## src/rtl/debug_sel_ctrl.sv

```systemverilog
// Debug display selector: three debounced pushbuttons and an auto-scroll switch
// step a 6-bit stage/bus select used by the display mux.
module debug_sel_ctrl #(
    parameter int DEB_CYCLES    = 500000,
    parameter int SCROLL_CYCLES = 50000000
) (
    input  logic       clk,
    input  logic       rst,
    input  logic       key_next,
    input  logic       key_prev,
    input  logic       key_stage,
    input  logic       sw_auto,
    output logic [5:0] selm,
    output logic [7:0] stage_led,
    output logic       step_pulse
);

    localparam int DW = (DEB_CYCLES > 1) ? $clog2(DEB_CYCLES) : 1;
    localparam int SW = (SCROLL_CYCLES > 1) ? $clog2(SCROLL_CYCLES) : 1;
    localparam logic [DW-1:0] DEB_LAST    = DW'(DEB_CYCLES - 1);
    localparam logic [SW-1:0] SCROLL_LAST = SW'(SCROLL_CYCLES - 1);

    // Key index: 0 = next, 1 = prev, 2 = stage
    logic [2:0]    key_raw_s;
    logic [2:0]    key_meta_r;
    logic [2:0]    key_sync_r;
    logic [2:0]    key_db_r;
    logic [2:0]    key_armed_r;
    logic [2:0]    key_press_r;
    logic [DW-1:0] key_cnt_r [3];
    logic          auto_meta_r;
    logic          auto_sync_r;
    logic [1:0]    sync_vld_r;
    logic [SW-1:0] pre_r;
    logic [SW-1:0] pre_nxt_s;
    logic [5:0]    selm_r;
    logic [5:0]    selm_nxt_s;
    logic          step_r;
    logic          key_any_s;
    logic          tick_s;

    assign key_raw_s = {key_stage, key_prev, key_next};

    // Two-flop synchronizers; sync_vld_r marks when they hold post-reset samples
    always_ff @(posedge clk) begin
        if (rst) begin
            key_meta_r  <= 3'b111;
            key_sync_r  <= 3'b111;
            auto_meta_r <= 1'b0;
            auto_sync_r <= 1'b0;
            sync_vld_r  <= 2'b00;
        end else begin
            key_meta_r  <= key_raw_s;
            key_sync_r  <= key_meta_r;
            auto_meta_r <= sw_auto;
            auto_sync_r <= auto_meta_r;
            sync_vld_r  <= {sync_vld_r[0], 1'b1};
        end
    end

    // Debounce counters and press strobes; a key held through reset stays
    // disarmed until it has been seen released
    always_ff @(posedge clk) begin
        if (rst) begin
            for (int k = 0; k < 3; k++) begin
                key_cnt_r[k] <= '0;
            end
            key_db_r    <= 3'b111;
            key_armed_r <= 3'b000;
            key_press_r <= 3'b000;
        end else begin
            for (int k = 0; k < 3; k++) begin
                key_press_r[k] <= 1'b0;
                if (sync_vld_r[1] && key_sync_r[k]) begin
                    key_armed_r[k] <= 1'b1;
                end else begin
                    key_armed_r[k] <= key_armed_r[k];
                end
                if (key_sync_r[k] != key_db_r[k]) begin
                    if (key_cnt_r[k] == DEB_LAST) begin
                        key_db_r[k]    <= key_sync_r[k];
                        key_cnt_r[k]   <= '0;
                        key_press_r[k] <= ~key_sync_r[k] & key_armed_r[k];
                    end else begin
                        key_cnt_r[k] <= key_cnt_r[k] + DW'(1);
                    end
                end else begin
                    key_cnt_r[k] <= '0;
                end
            end
        end
    end

    // Prescaler and select next-state; stage beats next/prev, keys beat the tick
    always_comb begin
        pre_nxt_s  = pre_r;
        selm_nxt_s = selm_r;
        tick_s     = 1'b0;
        key_any_s  = |key_press_r;
        if (!auto_sync_r || key_any_s) begin
            pre_nxt_s = '0;
        end else if (pre_r == SCROLL_LAST) begin
            pre_nxt_s = '0;
            tick_s    = 1'b1;
        end else begin
            pre_nxt_s = pre_r + SW'(1);
        end
        if (key_press_r[2]) begin
            selm_nxt_s = selm_r + 6'd8;
        end else if (key_press_r[0] && !key_press_r[1]) begin
            selm_nxt_s = selm_r + 6'd1;
        end else if (key_press_r[1] && !key_press_r[0]) begin
            selm_nxt_s = selm_r - 6'd1;
        end else if (tick_s) begin
            selm_nxt_s = selm_r + 6'd1;
        end else begin
            selm_nxt_s = selm_r;
        end
    end

    // Output registers: step pulse coincides with the first cycle of a new select
    always_ff @(posedge clk) begin
        if (rst) begin
            selm_r <= 6'd0;
            step_r <= 1'b0;
            pre_r  <= '0;
        end else begin
            selm_r <= selm_nxt_s;
            step_r <= (selm_nxt_s != selm_r);
            pre_r  <= pre_nxt_s;
        end
    end

    // One-hot stage decode of the registered select
    always_comb begin
        case (selm_r[5:3])
            3'd0:    stage_led = 8'b0000_0001;
            3'd1:    stage_led = 8'b0000_0010;
            3'd2:    stage_led = 8'b0000_0100;
            3'd3:    stage_led = 8'b0000_1000;
            3'd4:    stage_led = 8'b0001_0000;
            3'd5:    stage_led = 8'b0010_0000;
            3'd6:    stage_led = 8'b0100_0000;
            3'd7:    stage_led = 8'b1000_0000;
            default: stage_led = 8'b0000_0001;
        endcase
    end

    assign selm       = selm_r;
    assign step_pulse = step_r;

endmodule

```

## config.mk

```make
export PLATFORM = sky130hd
export DESIGN_NAME = debug_sel_ctrl
export DESIGN_NICKNAME = d
export VERILOG_FILES = /design/src/rtl/debug_sel_ctrl.sv
export SDC_FILE = /design/constraint.sdc
export NUM_CORES = 1
export LEC_CHECK = 0
export BUFFER_PORTS_ARGS = -buffer_cell sky130_fd_sc_hd__clkbuf_2
export CORE_MARGIN = 2
export CORE_UTILIZATION = 66
export DETAILED_ROUTE_END_ITERATION = 10
export PLACE_DENSITY = 0.84
export SLEW_MARGIN = 10
export SYNTH_ARGS = -nofsm -noshare
export SYNTH_HDL_FRONTEND = slang
export SYNTH_SLANG_ARGS = --single-unit
```

## constraint.sdc

```tcl
create_clock -name clk -period 6.6 [get_ports clk]
set_clock_uncertainty 0.2 [all_clocks]
set_input_delay 0.66 -clock clk [delete_from_list [all_inputs] [get_ports clk]]
set_output_delay 0.66 -clock clk [all_outputs]
set_load 0.03 [all_outputs]
```

==> impl_metrics.tcl, run 1 <==
set metrics [dict create \
    dieHeight_um 95.9 \
    slowest_stage "or3_1" \
    synth_cell_type_count 52 \
    area_delta_synth_final_pct 16.7 \
    synth_seq_cells 117 \
    io_buffer_count 20 \
    drt-pass1-iter-count 5 \
    rows 33 \
    hold_ws_ps 129 \
    tns_ps 0 \
    via_per_inst 5.40 \
    yosysMostFrequentCell "nor2_1" \
    grt_pass1_vias 3917 \
    finalNetCount 658 \
    r2r-start "key_cnt_r[0][0]" \
    status "complete, no violations" \
    netlist_top_cells_count "115 x nor2_1, 60 x dfxtp_1, 57 x edfxtp_1" \
    arrival_ps 2720 \
    comb_power_share 0.023 \
    report.final.slew_viol_count 0 \
    grt_pass1_wl_mm 17.2 \
    gp_congestion 0.825 \
    post_cts_buffers 0 \
    critPathRequiredTime_ps 6630 \
    p_sw_frac 0.201 \
    reg2reg_slack_ps 3910 \
    syn-cell-area_um2 5580 \
    antenna_found_initial 0 \
    powerDensity_nw_per_um2 260 \
    wl_per_cell_um 13.2 \
    fmax_ghz 0.371 \
    yosysSeqAreaShare 0.522 \
    clk_latency_ps 510 \
    numClockSinks 117 \
    crit_type "reg2reg" \
    slew_headroom 0.456 \
    ant_nets 0 \
    p_switching_mw 0.340 \
    diodes 0 \
    clk_path_buf_depth 2 \
    dieArea_um2 9200 \
    drc_errors 0 \
    drt_iter0_drc 173 \
    power.internal_mw 1.35 \
    core-area_um2 8220 \
    crit_path_start_kind "register" \
    cp_top_family "simple AND/OR/NAND/NOR gates" \
    hold_path_class "in2reg" \
    p_leak_nw 2.47 \
    dpl_worst_slack_ps 3940 \
    async_flop_share 0 \
    synth_flop_cell "dfxtp_1" \
    io_pins 21 \
    die_w_um 95.9 \
    worstRegToRegCells 6 \
    period_needed_ps 2690 \
    max_stage_delay_ps 590 \
    power_frac_clock 0.505 \
    track_usage 0.240 \
    synth.avg_cell_area_um2 9.87 \
    synth_top_area_frac 0.307 \
    worstHoldStart "key_stage" \
    p_seq_frac 0.472 \
    worstHoldEndpoint "key_meta_r[2]" \
    design_area_um2 6500 \
    setup_viol 0 \
    maxCapViolCount 0 \
    netlist_top_cells_area "edfxtp_1 31%, dfxtp_1 22%, nor2_1 7.7%" \
    period_share 0.408 \
    worst-path-buf-inv 0 \
    htreeDepth 4 \
    synthCells 565 \
    crit_fanout 19 \
    worstHoldPathCells 2 \
    cp_cell_sequence "ha_1 -> and3_1 -> nand4_1 -> nor4_1 -> or3_1 -> nor2_1" \
    worstSetupEndpointType "register" \
    hold_violations 0 \
    hold_buffers 0 \
    synth_top_cell_by_area "edfxtp_1" \
    dpl_cell_area_um2 5940 \
    vdd_drop_max_mv 0.228 \
    yosysWarnings 0 \
    grt_max_degree 32 \
    drt-total-wl_mm 10.1 \
    rsz0062_at_grt "false" \
    tightestPinTransition_ps 816 \
    power_mw 1.69 \
    start_util 0.679 \
    cts-root-buf "clkbuf_8" \
    path_clk_slew_ps 60 \
    hpwl_mm 6.77 \
    vias 4113 \
    cts_resized 0 \
    fin_ws_ps 3910 \
    overflow 0 \
    timing.rr.end "key_cnt_r[0][5]" \
    synth_edf_count 57 \
    cts_tree "done" \
    drive_gt1_frac 0.0884 \
    numCtsBuffers 17 \
]
power groups by stage:
| stage | clock network [mW] | registers (mW) | logic [mW] |
|---|---|---|---|
| 2_1_floorplan | 0 | 0.809 | 0.0321 |
| 3_3_place_gp | 0 | 0.813 | 0.0365 |
| 3_5_place_dp | 0 | 0.814 | 0.0375 |
| 4_1_cts | 0.868 | 0.799 | 0.0382 |
| 5_1_grt | 0.901 | 0.802 | 0.0456 |
| 6_report | 0.855 | 0.800 | 0.0391 |
how the worst max path moves through the flow:
stage | from | slack (ps) | endpoint | cells past startpoint
5_1_grt | key_cnt_r[0][0] | 3650 | key_cnt_r[0][5] | 6
6_report | key_cnt_r[0][0] | 3910 | key_cnt_r[0][5] | 6
3_3_place_gp | key_cnt_r[0][0] | 4080 | key_cnt_r[0][13] | 6
2_1_floorplan | key_cnt_r[0][0] | 4100 | key_cnt_r[0][11] | 9
3_5_place_dp | key_cnt_r[0][0] | 3940 | key_cnt_r[0][5] | 6
4_1_cts | key_cnt_r[0][0] | 3910 | key_cnt_r[0][5] | 6
cell usage in the layout, fill, tap and decap left out, types with 7 or more instances in the layout:
cell / count
nor2_1: 115
dfxtp_1: 60
edfxtp_1: 57
conb_1: 57
xor2_1: 49
nand2_1: 40
nand3_1: 32
xnor2_1: 31
clkbuf_2: 20
clkbuf_16: 17
and3_1: 16
nand4_1: 15
inv_1: 14
nor3_1: 13
nor2b_1: 9
ha_1: 9
nor4_1: 8
or2_2: 7
o21ai_0: 7
a21oi_1: 7
nor4b_1: 7
and4_1: 7
worst register-to-register path, stage by stage, from the launching register on:
cell and delay (ps):
edfxtp_1 380, ha_1 190, and3_1 280, nand4_1 130, nor4_1 490, or3_1 590
nor2_1 150
state kept, by name (all words and copies together) (netlist names):
register	cells
selm	6
auto_meta_r	1
step_pulse	1
key_press_r	3
sync_vld_r	2
key_meta_r	3
key_armed_r	3
auto_sync_r	1
pre_r	26
key_sync_r	3
key_cnt_r	57
key_db_r	3
stage_led	8
routing by layer:
| metal | track usage | vias to the layer above | wire length [µm] |
|---|---|---|---|
| met5 | 0 | - | 0 |
| met4 | 0.118 | 0 | 155 |
| met3 | 0.0501 | 14 | 467 |
| met2 | 0.393 | 100 | 4840 |
| met1 | 0.303 | 1934 | 4610 |
| li1 | - | 2065 | - |
per-stage QoR:
step	instances	utilization
after floorplan	621	-
after global placement	729	0.723
after detailed placement	729	0.723
after CTS	761	0.792
after global routing	761	0.792
final	761	0.792
area by class of cell:
class	count	area, µm²
Clock buffer	23	458
Timing Repair Buffer	20	100
Fill cell	540	1710
Clock inverter	9	103
Multi-Input combinational cell	473	2750
Inverter	14	52.6
Tap cell	105	131
Sequential cell	117	2910
cells by family (layout without fill, tap and decap cells):
group / count (synthesis) / after routing / share of synthesized area
AND/OR/NAND/NOR: 293 / 293 / 0.264
flip-flops: 117 / 117 / 0.522
XOR/XNOR: 80 / 80 / 0.126
buffers and inverters: 31 / 66 / 0.0227
AO/OA/AOI/OAI: 30 / 30 / 0.0373
adder cells (fa/ha/maj): 9 / 9 / 0.0202
multiplexers: 4 / 4 / 0.00741
other: 1 / 57 / 0.000673
Power figures use the tool's default switching activity.
==> run 2, diff against run 1 <==
Settings changed: CORE_UTILIZATION 66 to 62, PLACE_DENSITY 0.84 to 0.8.
Clock period 6.6 ns to 2.7 ns, I/O delays scaled along.
==> run 2 against run 1 <==
Effect of this change:
- register-to-register slack worse by 3800 ps
- count of clock-buffer cells in the layout is 2 lower
- utilization fell by 3.0 points
==> impl_metrics.tcl, run 2 (synthesis results as in run 1) <==
set metrics [dict create \
    hold_path_class "in2reg" \
    ant_nets 0 \
    rsz0062_at_grt "false" \
    wl_met1_mm 4.65 \
    finalNetCount 671 \
    wl_met3_um 469 \
    io_buffer_count 20 \
    path_clk_slew_ps 50 \
    report.final.slew_viol_count 0 \
    grt_pass1_vias 4058 \
    period_needed_ps 2560 \
    crit_type "reg2reg" \
    top_layer_used "met4" \
    tns_ps 0 \
    cts_resized 0 \
    rows 34 \
    dieArea_um2 9770 \
    wl_per_cell_um 13.1 \
    clk_latency_ps 500 \
    numClockSinks 117 \
    instances_no_fill 777 \
    crit_path_start_kind "register" \
    status "complete, no violations" \
    slew_headroom 0.606 \
    arrival_ps 2750 \
    hold_violations 0 \
    clk_path_buf_depth 2 \
    worstRegToRegCells 6 \
    via_per_inst 5.30 \
    htreeDepth 4 \
    core-area_um2 8720 \
    crit_fanout 9 \
    start_util 0.639 \
    timing.rr.end "stage_led[0]" \
    grt_max_degree 32 \
    vias 4115 \
    met2WireLength_mm 5.03 \
    post_cts_buffers 0 \
    drt-pass1-iter-count 5 \
    vdd_drop_max_mv 0.392 \
    power_mw 4.27 \
    period_share 0.946 \
    dpl_cell_area_um2 6010 \
    worstSetupEndpointType "register" \
    dieHeight_um 98.8 \
    hold_buffers 4 \
    critPathRequiredTime_ps 2900 \
    maxCapViolCount 0 \
    drive_gt1_frac 0.0957 \
    largest_reg_flops 57 \
    p_leak_nw 2.54 \
    drc_errors 0 \
    cts_tree "done" \
    gp_congestion 0.829 \
    area_delta_synth_final_pct 19.1 \
    final_common_cell "nor2_1" \
    max_stage_delay_ps 540 \
    r2r-start "key_press_r[1]" \
    cp_cell_sequence "or4b_4 -> nand4b_4 -> or2_0 -> o211ai_1 -> nand2_1 -> o21ai_0" \
    hpwl_mm 6.96 \
    crit_start "key_press_r[1]" \
    powerDensity_nw_per_um2 643 \
    fmax_ghz 0.391 \
    slowest_stage "or4b_4" \
    cts-root-buf "clkbuf_8" \
    place_inst 741 \
    design_area_um2 6640 \
    endpoint "stage_led[0]" \
    overflow 0 \
    grt_pass1_wl_mm 18.0 \
    drt-total-wl_mm 10.2 \
    final_cell_mix "115 x nor2_1, 60 x dfxtp_1, 57 x edfxtp_1, 57 x conb_1, 49 x xor2_1" \
    antenna_found_initial 0 \
    finish.utilization 0.762 \
    drt_iter0_drc 151 \
    io_pins 21 \
    track_usage 0.228 \
    tightestPinTransition_ps 590 \
    setup_viol 0 \
    numCtsBuffers 17 \
    top_register "key_cnt_r" \
    die_w_um 98.8 \
    diodes 0 \
    reg2reg_slack_ps 140 \
]
## run 2: changes by cell type in the layout (fill, tap and decap cells not counted)
cell           before  now
clkbuf_1            5    4
clkinv_1            0    4
clkinv_2            5    1
buf_4               0    9
clkbuf_16          17   16
dlygate4sd3_1       0    4
bufinv_16           2    4
## run 2: how the worst min path moves through the flow
stage | startpoint | end | slack (ps) | cells past startpoint
floorplan | key_next | key_meta_r[0] | 170 | 1
global placement | key_meta_r[1] | key_sync_r[1] | 190 | 1
detailed placement | key_meta_r[2] | key_sync_r[2] | 200 | 1
CTS | rst | selm[0] | 130 | 2
global route | rst | selm[0] | 190 | 2
finish | rst | selm[0] | 160 | 2
## run 2: critical path: cells and delay by family (launching register included)
| family | cells | cell delay, ps |
|---|---|---|
| AND/OR/NAND/NOR | 4 | 1220 |
| AO/OA/AOI/OAI | 2 | 660 |
| flip-flops | 1 | 370 |
## run 2: per-layer routing
layer / global-route usage / vias to the layer above
li1: - / 2089
met1: 0.290 / 1924
met2: 0.381 / 98
met3: 0.0638 / 4
met4: 0.0685 / 0
met5: 0 / -
## run 2: report_power, final
group,switching [mW],leakage [nW],total (mW),internal (mW)
sequential,0.0453,1.07,1.96,1.91
combinational,0.0595,1.18,0.104,0.0446
clock,0.729,0.284,2.21,1.49
## run 2: final cells by class
| type | instances | area, µm² |
|---|---|---|
| clock buffer | 21 | 429 |
| clock inverter | 11 | 158 |
| fill | 624 | 2080 |
| inverter | 14 | 52.6 |
| multi-input combinational | 473 | 2750 |
| sequential | 117 | 2910 |
| tap | 108 | 135 |
| timing repair buffer | 33 | 208 |
## run 2: per-stage QoR
step                      worst slack (ps)  hold slack, ps
after floorplan                        199             174
after global placement                 349             194
after detailed placement               255             195
after CTS                              174             131
after global routing                  29.7             192
final                                  145             156
==> run 3, diff against run 2 <==
Settings changed: CORE_UTILIZATION 62 to 66, PLACE_DENSITY 0.8 to 0.84.
Clock period 2.7 ns to 3.2 ns, I/O delays scaled along.
==> run 3 against run 2 <==
Effect of this change:
- setup slack gained 410 ps
- critical path depth unchanged
- non-clock buffer count is 8 lower
- design area is 1.8% lower
- register-to-register slack better by 410 ps
- clock power is 24% lower
- sequential share of layout area up 0.82 points
- first-iteration DRC count decreased by 11%
- utilization increased by 3.2 points
- largest cell class unchanged
- largest power group unchanged
==> impl_metrics.tcl, run 3 (synthesis results as in run 1) <==
set metrics [dict create \
    status "complete, no violations" \
    top_register "key_cnt_r" \
    place_inst 730 \
    p_leak_nw 2.46 \
    tightestPinTransition_ps 837 \
    fillers 553 \
    diodes 0 \
    htreeDepth 4 \
    die_w_um 95.9 \
    drt-pass1-iter-count 5 \
    report.final.slew_viol_count 0 \
    multi_input_area_um2 2750 \
    vias 4085 \
    dpl_cell_area_um2 5950 \
    finish.utilization 0.794 \
    cts_tree "done" \
    largest_reg_flops 57 \
    slew_headroom 0.442 \
    maxCapViolCount 0 \
    vdd_drop_max_mv 0.398 \
    rsz0062_at_grt "false" \
    slowest_stage "or3_1" \
    reg2reg_slack_ps 550 \
    via_per_inst 5.33 \
    wl_per_cell_um 13.2 \
    power_mw 3.40 \
    grt_pass1_wl_mm 17.4 \
    critPathRequiredTime_ps 3230 \
    cts_resized 0 \
    numCtsBuffers 17 \
    rows 33 \
    hold_buffers 4 \
    ff_latch_area_um2 2910 \
    instances_no_fill 766 \
    track_usage 0.244 \
    clk_latency_ps 510 \
    arrival_ps 2680 \
    drc_errors 0 \
    antenna_found_initial 0 \
    worst-path-buf-inv 0 \
    numClockSinks 117 \
    io_pins 21 \
    core-area_um2 8220 \
    drt-total-wl_mm 10.1 \
    hold_ws_ps 171 \
    final_common_cell "nor2_1" \
    cp_top_family "simple AND/OR/NAND/NOR gates" \
    final_cell_mix "115 x nor2_1, 60 x dfxtp_1, 57 x edfxtp_1, 57 x conb_1, 49 x xor2_1" \
    clk_path_buf_depth 2 \
    design_area_um2 6520 \
    setup_viol 0 \
    io_buffer_count 20 \
    max_stage_delay_ps 600 \
    grt_pass1_vias 3876 \
    hold_path_class "in2reg" \
    path_clk_slew_ps 60 \
    fin_ws_ps 551 \
    start_util 0.679 \
    crit_fanout 19 \
    dieHeight_um 95.9 \
    overflow 0 \
    period_needed_ps 2650 \
    grt_max_degree 32 \
    area_delta_synth_final_pct 16.9 \
    dieArea_um2 9200 \
    period_share 0.828 \
    dpl_worst_slack_ps 573 \
    worstSetupEndpointType "register" \
    hpwl_mm 6.71 \
    cp_cell_sequence "ha_1 -> and3_1 -> nand4_1 -> nor4_1 -> or3_1 -> nor2_1" \
    fmax_ghz 0.377 \
    tns_ps 0 \
    finalNetCount 663 \
    drive_gt1_frac 0.0908 \
    crit_type "reg2reg" \
    cts-root-buf "clkbuf_8" \
    crit_path_start_kind "register" \
    gp_congestion 0.820 \
    ant_nets 0 \
    powerDensity_nw_per_um2 521 \
    hold_violations 0 \
    post_cts_buffers 0 \
    drt_iter0_drc 135 \
]
[run 3: cell count changes in the layout (fill, tap and decap cells not counted)]
cell	previous run	this run
clkinv_4	2	0
bufinv_16	4	1
inv_6	0	2
buf_4	9	1
clkinv_2	1	3
clkinv_1	4	3
clkinvlp_4	0	5
clkbuf_1	4	1
[run 3: layer usage]
| metal | GRT usage | wire, µm | part of all wire |
|---|---|---|---|
| met5 | 0 | 0 | 0 |
| met4 | 0.105 | 173 | 0.017 |
| met3 | 0.0556 | 379 | 0.038 |
| met2 | 0.396 | 4840 | 0.48 |
| met1 | 0.314 | 4710 | 0.47 |
[run 3: final cells by class]
class,count,area share
Sequential cell,117,0.447
Clock buffer,18,0.0641
Clock inverter,14,0.0171
Tap cell,105,0.0201
Multi-Input combinational cell,473,0.421
Inverter,14,0.00806
Timing Repair Buffer,25,0.0226
[run 3: final timing paths]
path                    from               end  cells after the start
max          key_cnt_r[0][0]  key_cnt_r[0][18]                      6
min                      rst    key_armed_r[2]                      2
max reg2reg  key_cnt_r[0][0]  key_cnt_r[0][18]                      6
min reg2reg    key_meta_r[2]     key_sync_r[2]                      1
[run 3: power by group]
group / total, mW / switching, mW / internal, mW
registers: 1.65 / 0.0384 / 1.61
clock network: 1.67 / 0.648 / 1.02
logic: 0.0852 / 0.0497 / 0.0355
total: 3.40 / 0.736 / 2.66
